<file path="config.mk">
export PLATFORM = sky130hd
export DESIGN_NAME = conv_viterbi_codec
export DESIGN_NICKNAME = d
export VERILOG_FILES = /design/src/rtl/conv_viterbi_codec.sv
export SDC_FILE = /design/constraint.sdc
export NUM_CORES = 1
export LEC_CHECK = 0
export ABC_CLOCK_PERIOD_IN_PS = 8109
export CAP_MARGIN = 25
export CORE_ASPECT_RATIO = 1.75
export CORE_MARGIN = 2
export CORE_UTILIZATION = 55
export DETAILED_ROUTE_END_ITERATION = 8
export PLACE_DENSITY_LB_ADDON = 0.1
export SYNTH_ARGS = -nofsm -noshare
export SYNTH_HDL_FRONTEND = slang
export SYNTH_SLANG_ARGS = --single-unit
</file>
<file path="constraint.sdc">
create_clock -name clk -period 8.11 [get_ports clk]
set_input_delay 1.2165 -clock clk [delete_from_list [all_inputs] [get_ports clk]]
set_output_delay 1.2165 -clock clk [all_outputs]
set_load 0.01 [all_outputs]
</file>
<file path="src/rtl/conv_viterbi_codec.sv">
// Rate-1/2, K=3 convolutional encoder (g=111,101) and an independent 4-state
// hard-decision Viterbi decoder using register-exchange survivors.
module conv_viterbi_codec #(
    parameter int unsigned TB_DEPTH = 16,
    parameter int unsigned PM_W     = 6
) (
    input  logic       clk,
    input  logic       rst,
    input  logic       enc_enable_i,
    input  logic       enc_d_in,
    output logic       enc_valid_o,
    output logic [1:0] enc_d_out,
    input  logic       dec_enable,
    input  logic [1:0] dec_d_in,
    output logic       dec_d_out
);

    function automatic logic [1:0] hamming(input logic [1:0] x, input logic [1:0] y);
        logic [1:0] z;
        z = x ^ y;
        return {1'b0, z[1]} + {1'b0, z[0]};
    endfunction

    // ---------------- encoder ----------------
    logic       s1_q, s1_d, s0_q, s0_d;
    logic [1:0] enc_out_q, enc_out_d;
    logic       enc_valid_q, enc_valid_d;

    always_comb begin
        s1_d        = s1_q;
        s0_d        = s0_q;
        enc_out_d   = enc_out_q;
        enc_valid_d = enc_enable_i;
        if (enc_enable_i) begin
            enc_out_d = {enc_d_in ^ s1_q ^ s0_q, enc_d_in ^ s0_q};
            s1_d      = enc_d_in;
            s0_d      = s1_q;
        end
    end

    always_ff @(posedge clk or negedge rst) begin
        if (!rst) begin
            s1_q        <= 1'b0;
            s0_q        <= 1'b0;
            enc_out_q   <= '0;
            enc_valid_q <= 1'b0;
        end else begin
            s1_q        <= s1_d;
            s0_q        <= s0_d;
            enc_out_q   <= enc_out_d;
            enc_valid_q <= enc_valid_d;
        end
    end

    assign enc_d_out   = enc_out_q;
    assign enc_valid_o = enc_valid_q;

    // ---------------- decoder ----------------
    logic [PM_W-1:0]     pm_q [4];
    logic [PM_W-1:0]     pm_d [4];
    logic [TB_DEPTH-1:0] surv_q [4];
    logic [TB_DEPTH-1:0] surv_d [4];
    logic                dec_out_q, dec_out_d;

    logic [PM_W:0]       acs_pm   [4];
    logic [TB_DEPTH-1:0] acs_surv [4];

    // New state {u,a} is reached from predecessors {a,0} and {a,1}.
    for (genvar ns = 0; ns < 4; ns++) begin : g_acs
        localparam int unsigned U  = ns / 2;
        localparam int unsigned A  = ns % 2;
        localparam int unsigned P0 = 2 * A;
        localparam int unsigned P1 = 2 * A + 1;
        localparam logic [1:0] EXP0 = 2'(((U ^ A) * 2) + U);
        localparam logic [1:0] EXP1 = 2'(((U ^ A ^ 1) * 2) + (U ^ 1));

        logic [PM_W:0]       sum0, sum1;
        logic                take1;
        logic [TB_DEPTH-1:0] pred_surv;

        assign sum0      = {1'b0, pm_q[P0]} + {{(PM_W-1){1'b0}}, hamming(dec_d_in, EXP0)};
        assign sum1      = {1'b0, pm_q[P1]} + {{(PM_W-1){1'b0}}, hamming(dec_d_in, EXP1)};
        assign take1     = (sum1 < sum0);
        assign pred_surv = take1 ? surv_q[P1] : surv_q[P0];
        assign acs_pm[ns]   = take1 ? sum1 : sum0;
        assign acs_surv[ns] = {pred_surv[TB_DEPTH-2:0], 1'(U)};
    end

    logic [PM_W:0] min_pm;
    logic [1:0]    min_idx;

    always_comb begin
        min_pm  = acs_pm[0];
        min_idx = 2'd0;
        for (int unsigned i = 1; i < 4; i++) begin
            if (acs_pm[i] < min_pm) begin
                min_pm  = acs_pm[i];
                min_idx = 2'(i);
            end
        end

        dec_out_d = dec_out_q;
        for (int unsigned i = 0; i < 4; i++) begin
            pm_d[i]   = pm_q[i];
            surv_d[i] = surv_q[i];
        end
        if (dec_enable) begin
            // Normalising to the minimum keeps metrics bounded in PM_W bits.
            for (int unsigned i = 0; i < 4; i++) begin
                pm_d[i]   = PM_W'(acs_pm[i] - min_pm);
                surv_d[i] = acs_surv[i];
            end
            dec_out_d = acs_surv[min_idx][TB_DEPTH-1];
        end
    end

    always_ff @(posedge clk or negedge rst) begin
        if (!rst) begin
            for (int unsigned i = 0; i < 4; i++) begin
                pm_q[i]   <= (i == 0) ? '0 : PM_W'(4);
                surv_q[i] <= '0;
            end
            dec_out_q <= 1'b0;
        end else begin
            for (int unsigned i = 0; i < 4; i++) begin
                pm_q[i]   <= pm_d[i];
                surv_q[i] <= surv_d[i];
            end
            dec_out_q <= dec_out_d;
        end
    end

    assign dec_d_out = dec_out_q;

endmodule

</file>
==> results.yml <==
synth:
  syn_inst: 939
  synth_nets: 1005
  yosysMostFrequentCell: "nor2_1"
  yosysWarnings: 0
  synth_ff_type: "dfrtp_1"
  synthArstFlopShare_pct: 100
  synth_enable_flop_cells: 0
  synth_seq_cells: 85
  netlist_top_cells_area: "dfrtp_1, mux2i_1, ha_1"
  ys_types: 69
  synth_top_area_share_pct: 26.3
  ys_seq_area_share_pct: 27.3
  synth_top_area_cell: "dfrtp_1"
  synth_area_sq_um: 7810
  avgSynthCellArea_sq_um: 8.31
  synth_common_cells: "nor2_1, a21oi_1, dfrtp_1, mux2i_1, nand2_1"
sta:
  min_period_ns: 8.04
  final-setup-viol-count: 0
  finClkSkew_ns: 0.00924
  max_freq_mhz: 124
  hold_viol_final: 0
  relSlewSlack_pct: 42.3
  worstMarginPinSlew_ns: 0.866
  hold_slack_ns: 0.471
  period_share_pct: 99.1
  timing.final.ws_setup_ns: 0.0727
  slew_violations: 0
  grt_setup_unrepaired: "true"
cells_and_area:
  multi_input_area_sq_um: 6050
  finalNetCount: 1199
  final_util_pct: 77.5
  drive_gt1_share_pct: 35.1
  register_area_sq_um: 2130
  diodes: 0
  num-fill-cells: 974
  area_growth_pct: 38.0
cts:
  clockBufferDepth: 2
  insertion_delay_ns: 0.35
  cts_buffers: 9
  cts_tree: "built"
  htreeDepth: 3
  cts.sinks: 85
  root_buffer: "clkbuf_16"
  ctsHoldBuffers: 0
  clk_pin_slew_worst_paths_ns: 0.07
worst_setup_path:
  startpoint_type: "input pin"
  cp_slowest_stage_delay_ns: 0.42
  worst-r2r-cell-count: 39
  crit_top_cell: "buf_4"
  crit_type: "input pin to register"
  r2r_end: "pm_q[16]$_DFFE_PN0P_"
  arrival_ns: 8.33
  cp_slowest_cell: "a2111o_1"
  crit_family: "compound AO/OA/AOI/OAI gates"
  rrSetupSlack_ns: 0.77
  cp_max_fo: 7
  cp.depth: 45
  path_buf_inv: 13
  end_kind: "register"
  required_ns: 8.40
  reg2reg_from: "pm_q[7]$_DFFE_PN0P_"
grt:
  grt_pass1_vias: 8159
  grt_pass1_wl_um: 41200
  grt_antenna_before_repair: 0
  overflow: 0
  grt_use_total_pct: 35.6
  grt_max_degree: 72
detailed_routing:
  wl_um: 26900
  drt_iter0_markers: 511
  avgViaCountPerCell: 6.01
  dr.pass1.iters: 5
  wl_per_cell_um: 20.5
  via_count: 7899
  drc: 0
  ant_nets: 0
die:
  start_util_pct: 56.1
  ios: 11
  die_area_sq_um: 15200
  coreArea_sq_um: 13900
  fp.dieH_um: 162
  fp-row-count: 57
  fp.dieW_um: 94.1
place:
  dp_slack_ns: -1.22
  gp_congestion: 0.948
  hpwl_um: 20300
  io_buffers: 10
run_status:
  status: "complete, no violations"
worst_hold_path:
  hold_class: "register to register"
  min_to: "surv_q[0]$_DFFE_PN0P_"
  holdPathStages: 1
  min_from: "surv_q[0]$_DFFE_PN0P_"
run:
  max_cap_viol_count: 0
[worst reg2reg max path, delay by kind of cell, from the launching register on]
family                   cells  cell delay, ns
flip-flops                   1            0.61
AO/OA/AOI/OAI               14            2.47
buffers and inverters        9            1.16
XOR/XNOR                     1            0.23
adder cells (fa/ha/maj)      6            1.46
AND/OR/NAND/NOR              9            1.34
[state kept, by name (all words and copies together), names as in the netlist]
register     cells
enc_valid_o      1
s1_q             1
surv_q          55
s0_q             1
enc_d_out        2
pm_q            24
dec_d_out        1
[per-stage QoR]
stage,TNS [ns],instance area [sq um],instances
floorplan,-12.43,8020,939
global placement,-14.55,9560,1268
detailed placement,-22.52,9560,1268
CTS,0,10200,1299
global route,-2.00,10800,1315
finish,0,10800,1315
[worst max-delay path by stage]
stage | to | slack [ns] | startpoint
floorplan | pm_q[23]$_DFFE_PN0P_ | -0.77 | dec_d_in[0]
CTS | pm_q[16]$_DFFE_PN0P_ | 0.03 | dec_d_in[1]
global placement | pm_q[16]$_DFFE_PN0P_ | -0.91 | dec_d_in[0]
global route | pm_q[16]$_DFFE_PN0P_ | -0.24 | dec_d_in[0]
detailed placement | pm_q[16]$_DFFE_PN0P_ | -1.22 | dec_d_in[0]
finish | pm_q[16]$_DFFE_PN0P_ | 0.07 | dec_d_in[0]
[layout by cell type (no fill, tap or decap), drive strengths merged, types with 18 or more instances in the layout]
cell and count:
xnor2 50, a21oi 107, inv 52, nor2 113, buf 227, mux2 18
ha 59, nand2 78, mux2i 82, o21ai 41, dfrtp 82
[logic make-up (layout without fill, tap and decap cells)]
kind of cell,Yosys count,count (layout),share of synthesized area (%)
AND/OR/NAND/NOR,278,278,15.9
AO/OA/AOI/OAI,242,242,20.7
buffers and inverters,101,300,5.08
multiplexers,100,100,13.1
flip-flops,85,85,27.3
adder cells (fa/ha/maj),69,69,10.8
XOR/XNOR,64,64,7.18
[routing by layer]
layer / global-route usage (%) / up-vias / routed length [um]
met5: 0 / - / 0
met3: 4.94 / 143 / 1120
met2: 63.1 / 242 / 13900
li1: - / 3727 / -
met4: 32.7 / 0 / 3030
met1: 34.3 / 3787 / 8920
[final cells by class]
cell class                      instances  area share [%]
Clock buffer                            9            2.09
Clock inverter                          7           0.743
Inverter                               51            1.88
Multi-Input combinational cell        753            56.2
Sequential cell                        85            19.8
Tap cell                              177            2.06
Timing Repair Buffer                  233            17.3
[timing repair]
| action | in CTS | in global routing |
|---|---|---|
| resized for setup | 50 | 80 |
| setup endpoints to repair | 25 | 20 |
| pin swaps | 31 | 36 |
| buffers inserted | 15 | 16 |
Power is left out: the tool's default activity adds up to more than one toggle a clock period on the data nets, which glitch-free logic cannot reach.
